===== src/rtl/pyc_cdc_pkg.sv =====
// pyc_cdc_pkg
//   Shared definitions for the 2-phase (toggle) request/ack CDC handshake.
//   The source (pyc_cdc_hs_tx) and the matching receiver both import this
//   package so that the state encodings agree on both sides.
//   Contents:
//     pyc_cdc_state_e  1-bit handshake state (IDLE / WAIT)
//     PYC_CDC_MIN_STAGES  smallest legal synchronizer depth

package pyc_cdc_pkg;

  typedef enum logic {
    PYC_CDC_ST_IDLE = 1'b0,
    PYC_CDC_ST_WAIT = 1'b1
  } pyc_cdc_state_e;

  localparam int PYC_CDC_MIN_STAGES = 1;

endpackage


===== src/rtl/pyc_cdc_sync_arn.sv =====
// pyc_cdc_sync_arn
//   Multi-flop level synchronizer with asynchronous active-low reset.
//   A change on d sampled at edge T appears on q after edge T+STAGES-1.
//   Ports:
//     clk    in   1      destination clock
//     rst_n  in   1      asynchronous active-low reset, clears the chain
//     d      in   WIDTH  asynchronous input level
//     q      out  WIDTH  synchronized level (last flop of the chain)

module pyc_cdc_sync_arn
  import pyc_cdc_pkg::*;
#(
  parameter int WIDTH  = 1,
  parameter int STAGES = 2
) (
  input  logic             clk,
  input  logic             rst_n,
  input  logic [WIDTH-1:0] d,
  output logic [WIDTH-1:0] q
);

  // A zero-depth chain has no meaning; stop elaboration instead of building it.
  if (STAGES < PYC_CDC_MIN_STAGES) begin : g_bad_stages
    $fatal(1, "pyc_cdc_sync_arn: STAGES must be >= 1");
  end

  logic [WIDTH-1:0] chain [STAGES];

  always_ff @(posedge clk or negedge rst_n) begin
    if (!rst_n) begin
      for (int i = 0; i < STAGES; i++) begin
        chain[i] <= '0;
      end
    end else begin
      chain[0] <= d;
      for (int i = 1; i < STAGES; i++) begin
        chain[i] <= chain[i-1];
      end
    end
  end

  assign q = chain[STAGES-1];

endmodule


===== src/rtl/pyc_cdc_hs_tx.sv =====
// pyc_cdc_hs_tx
//   Source side of a 2-phase (toggle) request/ack CDC handshake.
//   A word accepted via in_valid/in_ready is registered onto data_o and
//   announced by toggling req_o. The block then waits until the synchronized
//   ack level equals req_o, pulses done and becomes ready again.
//   Ports:
//     clk       in   1      local clock
//     rst_n     in   1      asynchronous active-low reset
//     in_valid  in   1      producer has a word
//     in_ready  out  1      word can be accepted this cycle
//     in_data   in   WIDTH  payload, sampled on the accept edge
//     data_o    out  WIDTH  registered payload, stable while waiting
//     req_o     out  1      request level, toggles once per transfer
//     ack_i     in   1      ack level from the destination (asynchronous)
//     done      out  1      one-cycle pulse when a transfer is acknowledged
//     err       out  1      sticky: ack toggled with nothing outstanding

module pyc_cdc_hs_tx
  import pyc_cdc_pkg::*;
#(
  parameter int WIDTH  = 32,
  parameter int STAGES = 2
) (
  input  logic             clk,
  input  logic             rst_n,
  input  logic             in_valid,
  output logic             in_ready,
  input  logic [WIDTH-1:0] in_data,
  output logic [WIDTH-1:0] data_o,
  output logic             req_o,
  input  logic             ack_i,
  output logic             done,
  output logic             err
);

  pyc_cdc_state_e   state_q, state_d;
  logic             req_q, req_d;
  logic [WIDTH-1:0] data_q, data_d;
  logic             done_q, done_d;
  logic             err_q, err_d;
  logic             ack_s;
  logic             accept;

  pyc_cdc_sync_arn #(
    .WIDTH (1),
    .STAGES(STAGES)
  ) u_ack_sync (
    .clk  (clk),
    .rst_n(rst_n),
    .d    (ack_i),
    .q    (ack_s)
  );

  // Gated by rst_n so the producer never sees ready while reset is held.
  assign in_ready = rst_n & (state_q == PYC_CDC_ST_IDLE);
  assign accept   = in_valid & in_ready;

  always_ff @(posedge clk or negedge rst_n) begin
    if (!rst_n) begin
      state_q <= PYC_CDC_ST_IDLE;
      req_q   <= 1'b0;
      data_q  <= '0;
      done_q  <= 1'b0;
      err_q   <= 1'b0;
    end else begin
      state_q <= state_d;
      req_q   <= req_d;
      data_q  <= data_d;
      done_q  <= done_d;
      err_q   <= err_d;
    end
  end

  always_comb begin
    state_d = state_q;
    req_d   = req_q;
    data_d  = data_q;
    done_d  = 1'b0;
    err_d   = err_q;
    unique case (state_q)
      PYC_CDC_ST_IDLE: begin
        // In IDLE the ack level must already match req; any difference is a
        // toggle the destination made without a request outstanding.
        if (ack_s != req_q) begin
          err_d = 1'b1;
        end
        if (accept) begin
          data_d  = in_data;
          req_d   = ~req_q;
          state_d = PYC_CDC_ST_WAIT;
        end
      end
      PYC_CDC_ST_WAIT: begin
        if (ack_s == req_q) begin
          state_d = PYC_CDC_ST_IDLE;
          done_d  = 1'b1;
        end
      end
      default: begin
        state_d = PYC_CDC_ST_IDLE;
      end
    endcase
  end

  // CDC outputs come straight from flops, with no logic in between.
  assign req_o  = req_q;
  assign data_o = data_q;
  assign done   = done_q;
  assign err    = err_q;

endmodule

===== config.mk =====
export PLATFORM = sky130hd
export DESIGN_NAME = pyc_cdc_hs_tx
export DESIGN_NICKNAME = d
export VERILOG_FILES = /design/src/rtl/pyc_cdc_pkg.sv /design/src/rtl/pyc_cdc_sync_arn.sv /design/src/rtl/pyc_cdc_hs_tx.sv
export SDC_FILE = /design/constraint.sdc
export NUM_CORES = 1
export LEC_CHECK = 0
export CAP_MARGIN = 10
export CORE_MARGIN = 2
export CORE_UTILIZATION = 27
export DETAILED_ROUTE_END_ITERATION = 7
export HOLD_SLACK_MARGIN = 0.03
export PLACE_DENSITY = 0.55
export SLEW_MARGIN = 10
export SYNTH_ARGS = -nofsm -noshare
export SYNTH_HDL_FRONTEND = slang
export SYNTH_SLANG_ARGS = --single-unit

===== constraint.sdc =====
create_clock -name clk -period 3 [get_ports clk]
set_input_delay 0.6 -clock clk [delete_from_list [all_inputs] [get_ports clk]]
set_output_delay 0.6 -clock clk [all_outputs]
set_load 0.01 [all_outputs]

==> impl_metrics.json, run 1 <==
{
  "drcViolationCount": 0,
  "antenna_found_initial": 0,
  "comb_power_share_pct": 44.9,
  "hold_class": "reg -> reg",
  "ys_warn_count": 0,
  "clock.fmax_mhz": 479.5,
  "p_int_w": 0.001537,
  "numCtsBuffers": 5,
  "vias_per_cell": 3.926,
  "power_density_nw_per_um2": 899.5,
  "synth_area_leaders": "dfrtp_1 63%, mux2_4 28%, mux2_2 3.0%",
  "clock_latency_ns": 0.28,
  "dp_hpwl_um": 2243,
  "synth.top_cell.area_share_pct": 62.71,
  "post-route-util_pct": 43.21,
  "grtUsageTotal_pct": 10.84,
  "syn-num-nets": 117,
  "syn_inst": 81,
  "p_sw_share_pct": 27.75,
  "setup_viol": 0,
  "critPathArrivalTime_ns": 1.49,
  "post-route-min-period_ns": 2.086,
  "grt_pass1_vias": 995,
  "n_antenna_cell": 0,
  "gp_congestion": 0.6624,
  "max_slew.worst_pin.slew_ns": 0.6516,
  "io_buffers": 71,
  "wl_um": 3167,
  "cp_max_fo": 5,
  "die_x_um": 78.95,
  "avgSynthCellArea_um2": 18.72,
  "hold_viol": 0,
  "area_growth_syn_to_layout_pct": 55.94,
  "leakage_nw": 1.077,
  "grt_overflow": 0,
  "grt_first_pass_wirelength_um": 5161,
  "cts_buffer_depth": 2,
  "post_cts_buffers": 0,
  "fin_tns_setup_ns": 0,
  "die_y_um": 78.95,
  "synth.distinct_cells": 11,
  "core_um2": 5473,
  "synth_area_um2": 1516,
  "tritoncts": "yes",
  "drive_above_1_share_pct": 26.75,
  "ir_worst_vdd_uv": 281.1,
  "start_kind": "register",
  "drt_iter0_drc": 32,
  "skew_ns": 0.005985,
  "dieArea_um2": 6232,
  "p_switching_w": 0.0005903,
  "slew_viol_final": 0,
  "clockPowerShare_pct": 15.0,
  "cts_root_buf": "clkbuf_8",
  "synth_top_cell_by_area": "dfrtp_1",
  "crit_type": "reg -> out",
  "worst_slew_margin_rel_pct": 56.56,
  "wl_per_cell_um": 13.83,
  "via_count": 899,
  "ant_nets": 0,
  "synth-seq-cells": 38,
  "cts_resized": 0,
  "nNetsFinal": 193,
  "cp_data_required_time_ns": 2.40,
  "cts_hold_buffers": 0,
  "start_util_pct": 27.71,
  "worstSetupEndpointType": "primary output",
  "cts_sinks": 38,
  "outcome": "complete, no violations",
  "ios": 72,
  "ys_seq_area_share_pct": 62.71,
  "cap_viol_max_count": 0,
  "htree_levels": 2,
  "drt_pre_antenna_iters": 4,
  "p_seq_share_pct": 40.1,
  "rows": 27,
  "fin_crit_sh_pct": 69.52,
  "cts.clk_slew.worst_paths_ns": 0.06,
  "grt_max_degree": 40,
  "rsz0062_at_grt": "no"
}
## Yosys cell counts
master    count
buf_6         3
mux2_4       28
nor2b_1       1
mux2_2        4
dfrtp_1      38
xnor2_1       2
nand3b_4      1
inv_1         1
o21ai_0       1
and2_1        1
o21bai_1      1
## layer usage
| layer | vias up | part of all wire, % | track usage, % |
|---|---|---|---|
| met5 | - | 0 | 0 |
| met4 | 0 | 0.63 | 4.138 |
| met3 | 3 | 6.9 | 3.182 |
| met2 | 39 | 44 | 15.04 |
| met1 | 430 | 48 | 15.91 |
| li1 | 427 | - | - |
## power by group through the flow
stage,combinational (W),sequential (W),clock (W)
after CTS,0.000970,0.000854,0.000334
after floorplan,0.000351,0.000941,0
after global placement,0.000954,0.000859,0
after detailed placement,0.000965,0.000858,0
after global routing,0.00101,0.000883,0.000359
final,0.000955,0.000854,0.000318
## state kept, by name, indices dropped and copies added, names as in the netlist
register,cells
req_o,1
done,1
u_ack_sync.q,1
u_ack_sync.chain,1
err,1
data_o,32
state_q,1
## layout make-up
class / count / area (µm²)
multi-input cells: 39 / 528.0
fillers: 514 / 3108
inverters: 1 / 3.754
clock inverters: 2 / 10.01
clock buffers: 5 / 68.82
well taps: 72 / 90.09
repair buffers: 72 / 713.2
flip-flops and latches: 38 / 950.9
## through the flow
| step | power, W | cells | worst slack [ns] | cell area [µm²] | hold slack (ns) |
|---|---|---|---|---|---|
| after floorplan | 0.001293 | 81 | 1.603 | 1516 | 0.3044 |
| after global placement | 0.001813 | 222 | 0.6605 | 2286 | 0.3352 |
| after detailed placement | 0.001823 | 222 | 0.6062 | 2286 | 0.3387 |
| after CTS | 0.002158 | 229 | 0.9067 | 2365 | 0.3541 |
| after global routing | 0.002256 | 229 | 0.7925 | 2365 | 0.3668 |
| final | 0.002127 | 229 | 0.9143 | 2365 | 0.3507 |
## cells by family (layout without fill, tap and decap cells)
logic type      Yosys count  after routing  synth area share, %
flops                    38             38                62.71
mux                      32             32                30.69
buf+inv                   4             80                2.475
simple gates              3              3                2.146
compound gates            2              2               0.8250
xor+xnor                  2              2                1.155
## worst max-delay path, stage by stage, from the launching register on
cell             delay [ns]
dfrtp_1                0.45
nor2b_1                0.19
clkdlybuf4s50_1        0.57
## worst paths after layout
check / slack, ns / start / endpoint / depth (start not counted)
hold / removal: 0.35 / u_ack_sync.chain[1]$_DFF_PN0_ / u_ack_sync.q$_DFF_PN0_ / 0
min in group asynchronous: 0.38 / rst_n / data_o[25]$_DFFE_PN0P_ / 2
setup reg to reg: 1.33 / state_q$_DFF_PN0_ / data_o[10]$_DFFE_PN0P_ / 2
hold reg to reg: 0.35 / u_ack_sync.chain[1]$_DFF_PN0_ / u_ack_sync.q$_DFF_PN0_ / 0
setup / recovery: 0.91 / state_q$_DFF_PN0_ / in_ready / 2
max in group asynchronous: 2.28 / rst_n / data_o[12]$_DFFE_PN0P_ / 2
## cells in the final DEF (no fill, tap or decap), drive strengths merged
cell            n
clkdlybuf4s50  70
o21ai           1
clkinv          2
xnor2           2
nor2b           1
o21bai          1
inv             1
buf             2
dfrtp          38
nand3b          1
and2            1
clkbuf          5
mux2           32
No activity file was read; power rests on OpenSTA's default activity.
==> run 2, diff against run 1 <==
==> constraint.sdc (replaced) <==
create_clock -name clk -period 2.06 [get_ports clk]
set_input_delay 0.412 -clock clk [delete_from_list [all_inputs] [get_ports clk]]
set_output_delay 0.412 -clock clk [all_outputs]
set_load 0.01 [all_outputs]
==> run 2 against run 1 <==
Wire length decreased by 1.2%. Die area unchanged. Worst hold slack worse by 0.12 ns. Sequential share of layout area shrank 1.4 points. Power up 60%. Largest cell class unchanged. Cell count is 0.87% higher. Worst setup slack got worse by 0.62 ns. Clock skew decreased by 0.0025 ns. Register-to-register slack lost 0.57 ns.
==> impl_metrics.json, run 2 (same netlist as run 1, synthesis figures left out) <==
{
  "outcome": "complete, no violations",
  "area_growth_syn_to_layout_pct": 61.47,
  "ff2ff_path_depth": 3,
  "wl_met3_um": 201,
  "drt_pre_antenna_iters": 3,
  "start_util_pct": 27.71,
  "grt_first_pass_wirelength_um": 5030,
  "drcViolationCount": 0,
  "cap_viol_max_count": 0,
  "clock_latency_ns": 0.28,
  "slew_viol_final": 0,
  "cts_sinks": 38,
  "fin_tns_setup_ns": 0,
  "grt_overflow": 0,
  "cp_max_fo": 5,
  "cts_hold_buffers": 0,
  "p_switching_w": 0.0008638,
  "top_layer_used": "met4",
  "nNetsFinal": 194,
  "rows": 27,
  "drt_iter0_drc": 44,
  "drive_above_1_share_pct": 27.67,
  "cts_resized": 0,
  "fin_crit_sh_pct": 85.73,
  "cp_data_required_time_ns": 1.65,
  "post-route-min-period_ns": 1.766,
  "n_antenna_cell": 0,
  "grt_pass1_vias": 967,
  "die_y_um": 78.95,
  "grtUsageTotal_pct": 10.75,
  "core_um2": 5473,
  "ios": 72,
  "leakage_nw": 1.115,
  "numCtsBuffers": 5,
  "post_cts_buffers": 0,
  "fill_cells": 485,
  "largest_reg_flops": 32,
  "gp_congestion": 0.6629,
  "cts_root_buf": "clkbuf_8",
  "hold_ws_ns": 0.2350,
  "grt_max_degree": 39,
  "cts.clk_slew.worst_paths_ns": 0.07,
  "layout_common_cells": "70 x clkdlybuf4s50_1, 38 x dfrtp_1, 28 x mux2_4",
  "tritoncts": "yes",
  "max_slew.worst_pin.slew_ns": 0.4751,
  "start_kind": "register",
  "vias_per_cell": 3.944,
  "hold_class": "in -> async",
  "routed-wl-met2_um": 1443,
  "setup_viol": 0,
  "wl_per_cell_um": 13.55,
  "dieArea_um2": 6232,
  "cts_buffer_depth": 2,
  "ant_nets": 0,
  "critPathArrivalTime_ns": 1.35,
  "wl_um": 3129,
  "clock.fmax_mhz": 566.3,
  "hold_viol": 0,
  "p_int_w": 0.002532,
  "worstSetupEndpointType": "primary output",
  "wl_met1_um": 1415,
  "die_x_um": 78.95,
  "p_seq_share_pct": 36.4,
  "final_common_cell": "clkdlybuf4s50_1",
  "antenna_found_initial": 0,
  "skew_ns": 0.003449,
  "crit_type": "reg -> out",
  "dp_hpwl_um": 2169,
  "p_sw_share_pct": 25.43,
  "htree_levels": 2,
  "rsz0062_at_grt": "no",
  "worst_slew_margin_rel_pct": 68.32,
  "comb_power_share_pct": 41.1,
  "ir_worst_vdd_uv": 381.1,
  "io_buffers": 71,
  "power_density_nw_per_um2": 1387,
  "clockPowerShare_pct": 22.5,
  "via_count": 911
}
==> run 2: cell types whose count changed in the layout (fill, tap and decap cells not counted) <==
| cell | change |
|---|---|
| buf_12 | +1 |
| clkbuf_8 | +1 |
| clkinv_2 | -2 |
| bufinv_16 | +2 |
==> run 2: path summary, 6_finish.rpt <==
path | start | endpoint | slack (ns)
setup / recovery | state_q$_DFF_PN0_ | in_ready | 0.29
hold / removal | rst_n | data_o[29]$_DFFE_PN0P_ | 0.24
setup reg to reg | state_q$_DFF_PN0_ | data_o[22]$_DFFE_PN0P_ | 0.76
hold reg to reg | u_ack_sync.chain[1]$_DFF_PN0_ | u_ack_sync.q$_DFF_PN0_ | 0.35
max in group asynchronous | rst_n | data_o[31]$_DFFE_PN0P_ | 1.49
min in group clk | u_ack_sync.chain[1]$_DFF_PN0_ | u_ack_sync.q$_DFF_PN0_ | 0.35
==> run 2: final cells by class <==
cell class,instances,area (µm²),share of cell area [%]
sequential,38,950.9,38.83
timing repair buffer,73,733.2,29.94
multi-input combinational,39,528.0,21.56
tap,72,90.09,3.679
clock buffer,6,82.58,3.373
clock inverter,2,60.06,2.453
inverter,1,3.754,0.1533
==> run 2: per-layer routing <==
metal	vias up	global-route usage, %
met1	438	14.28
met5	-	0
met4	0	5.172
met3	5	3.295
met2	39	15.98
li1	429	-
==> run 2: metrics by stage <==
stage          instances  power, W  util, %  worst slack [ns]  area (µm²)
6_report             231  0.003396    44.74            0.2940        2449
2_1_floorplan         81  0.001883        -            0.8815        1516
4_1_cts              231  0.003444    44.74            0.2792        2449
5_1_grt              231  0.003589    44.74            0.2344        2449
3_5_place_dp         223  0.002655    42.14            0.3436        2306
3_3_place_gp         223  0.002638    42.14            0.3594        2306
==> run 2: critical path, cell delays in order (launching register included) <==
cell and delay (ns):
dfrtp_1 0.42, nor2b_1 0.12, clkdlybuf4s50_1 0.53
==> run 2: power groups by stage <==
| stage | Clock, W | Sequential, W | Combinational (W) |
|---|---|---|---|
| after CTS | 0.000788 | 0.00124 | 0.00142 |
| final | 0.000764 | 0.00123 | 0.00140 |
| after global routing | 0.000832 | 0.00128 | 0.00148 |
| after global placement | 0 | 0.00124 | 0.00140 |
| after detailed placement | 0 | 0.00124 | 0.00141 |
| after floorplan | 0 | 0.00137 | 0.000512 |
==> run 3, diff against run 2 <==
--- a/config.mk
+++ b/config.mk
@@ -7,10 +7,11 @@
 export LEC_CHECK = 0
 export CAP_MARGIN = 10
 export CORE_MARGIN = 2
-export CORE_UTILIZATION = 27
+export CORE_UTILIZATION = 28
 export DETAILED_ROUTE_END_ITERATION = 7
 export HOLD_SLACK_MARGIN = 0.03
-export PLACE_DENSITY = 0.55
+export PLACE_DENSITY = 0.57
+export SKIP_LAST_GASP = 1
 export SLEW_MARGIN = 10
 export SYNTH_ARGS = -nofsm -noshare
 export SYNTH_HDL_FRONTEND = slang
==> run 3 against run 2 <==
Cell count decreased by 0.43%. Wire length increased by 4.0%. Clock power decreased by 32%. Critical path type unchanged. Die area decreased by 3.4%. Cell area decreased by 1.4%. Flip-flop and latch count unchanged. Highest routed layer unchanged. Via count increased by 3.0%. Worst setup slack got worse by 0.050 ns.
==> impl_metrics.json, run 3 (same netlist as run 1, synthesis figures left out) <==
{
  "totalPowerFinal_w": 0.003157,
  "cp_data_required_time_ns": 1.65,
  "final_common_cell": "clkdlybuf4s50_1",
  "cts.clk_slew.worst_paths_ns": 0.07,
  "slew_viol_final": 0,
  "place_area_um2": 2323,
  "worst_slew_margin_rel_pct": 68.42,
  "ir_worst_vdd_uv": 402.1,
  "dieArea_um2": 6020,
  "core_um2": 5172,
  "crit_type": "reg -> out",
  "drive_above_1_share_pct": 27.50,
  "io_buffers": 71,
  "worstSetupEndpointType": "primary output",
  "cts_resized": 0,
  "max_slew.worst_pin.slew_ns": 0.4737,
  "antenna_found_initial": 0,
  "drcViolationCount": 0,
  "layout_common_cells": "70 x clkdlybuf4s50_1, 38 x dfrtp_1, 28 x mux2_4",
  "grtUsageTotal_pct": 11.24,
  "routed-wl-met2_um": 1546,
  "wl_met3_um": 186,
  "start_util_pct": 29.32,
  "grt_max_degree": 39,
  "top_layer_used": "met4",
  "clock_latency_ns": 0.28,
  "wl_met1_um": 1463,
  "cts_buffer_depth": 2,
  "post_cts_buffers": 0,
  "cts_hold_buffers": 0,
  "critPathArrivalTime_ns": 1.40,
  "grt_first_pass_wirelength_um": 5188,
  "fin_crit_sh_pct": 88.17,
  "vias_per_cell": 4.078,
  "power_density_nw_per_um2": 1307,
  "rows": 26,
  "start_kind": "register",
  "skew_ns": 0.002632,
  "grt_pass1_vias": 1000,
  "drt_iter0_drc": 21,
  "hold_viol": 0,
  "design_area_um2": 2415,
  "tritoncts": "yes",
  "post-route-min-period_ns": 1.816,
  "ant_nets": 0,
  "cts_sinks": 38,
  "dp_hpwl_um": 2367,
  "drt_pre_antenna_iters": 2,
  "fin_tns_setup_ns": 0,
  "hold_class": "in -> async",
  "via_count": 938,
  "n_antenna_cell": 0,
  "grt_overflow": 0,
  "cts_root_buf": "clkbuf_8",
  "gp_congestion": 0.6880,
  "die_y_um": 77.59,
  "rsz0062_at_grt": "no",
  "cap_viol_max_count": 0,
  "outcome": "complete, no violations",
  "largest_reg_flops": 32,
  "ios": 72,
  "setup_viol": 0,
  "clock.fmax_mhz": 550.6,
  "area_growth_syn_to_layout_pct": 59.24,
  "hold_ws_ns": 0.2606,
  "wl_per_cell_um": 14.15,
  "die_x_um": 77.59,
  "wl_um": 3254,
  "htree_levels": 2,
  "cp_max_fo": 5,
  "numCtsBuffers": 5,
  "nNetsFinal": 195,
  "leakage_nw": 1.102
}
[run 3: changes by cell type in the layout (fill, tap and decap cells not counted)]
cell / change
clkinv_2: +1
clkbuf_1: +1
buf_12: +1
bufinv_16: -2
[run 3: cell type report]
cell class / instances / area (µm²)
Inverter: 1 / 3.754
Multi-Input combinational cell: 39 / 528.0
Timing Repair Buffer: 74 / 753.2
Fill cell: 469 / 2758
Clock buffer: 7 / 86.33
Clock inverter: 1 / 5.005
Sequential cell: 38 / 950.9
Tap cell: 70 / 87.58
[run 3: stage by stage]
stage	instances	util [%]	setup WS (ns)
6_report	230	46.69	0.2437
5_1_grt	230	46.69	0.1571
4_1_cts	230	46.69	0.2236
3_5_place_dp	222	44.92	0.3894
3_3_place_gp	222	44.92	0.4124
2_1_floorplan	81	-	0.8815
[run 3: final timing paths]
kind	from	endpoint	slack, ns	cells after the start
worst max-delay path	state_q$_DFF_PN0_	in_ready	0.24	2
worst min-delay path	rst_n	data_o[15]$_DFFE_PN0P_	0.26	2
worst min register to register	u_ack_sync.chain[1]$_DFF_PN0_	u_ack_sync.q$_DFF_PN0_	0.35	0
min in group clk	u_ack_sync.chain[1]$_DFF_PN0_	u_ack_sync.q$_DFF_PN0_	0.35	0
max in group asynchronous	rst_n	data_o[10]$_DFFE_PN0P_	1.47	2
worst max register to register	state_q$_DFF_PN0_	data_o[20]$_DFFE_PN0P_	0.79	3
[run 3: critical path: stages, from the launching register on]
cell and delay [ns]:
dfrtp_1 0.44, nor2b_1 0.14, clkdlybuf4s50_1 0.55
[run 3: power breakdown]
part | switching (W) | internal, W
clock | 0.000247 | 0.000270
sequential | 0.000177 | 0.00105
combinational | 0.000437 | 0.000973
total | 0.000861 | 0.00230
[run 3: metal layers]
layer	track usage, %	vias up
met5	0	-
met4	4.821	0
met3	3.837	5
met2	17.41	42
met1	14.25	457
li1	-	434
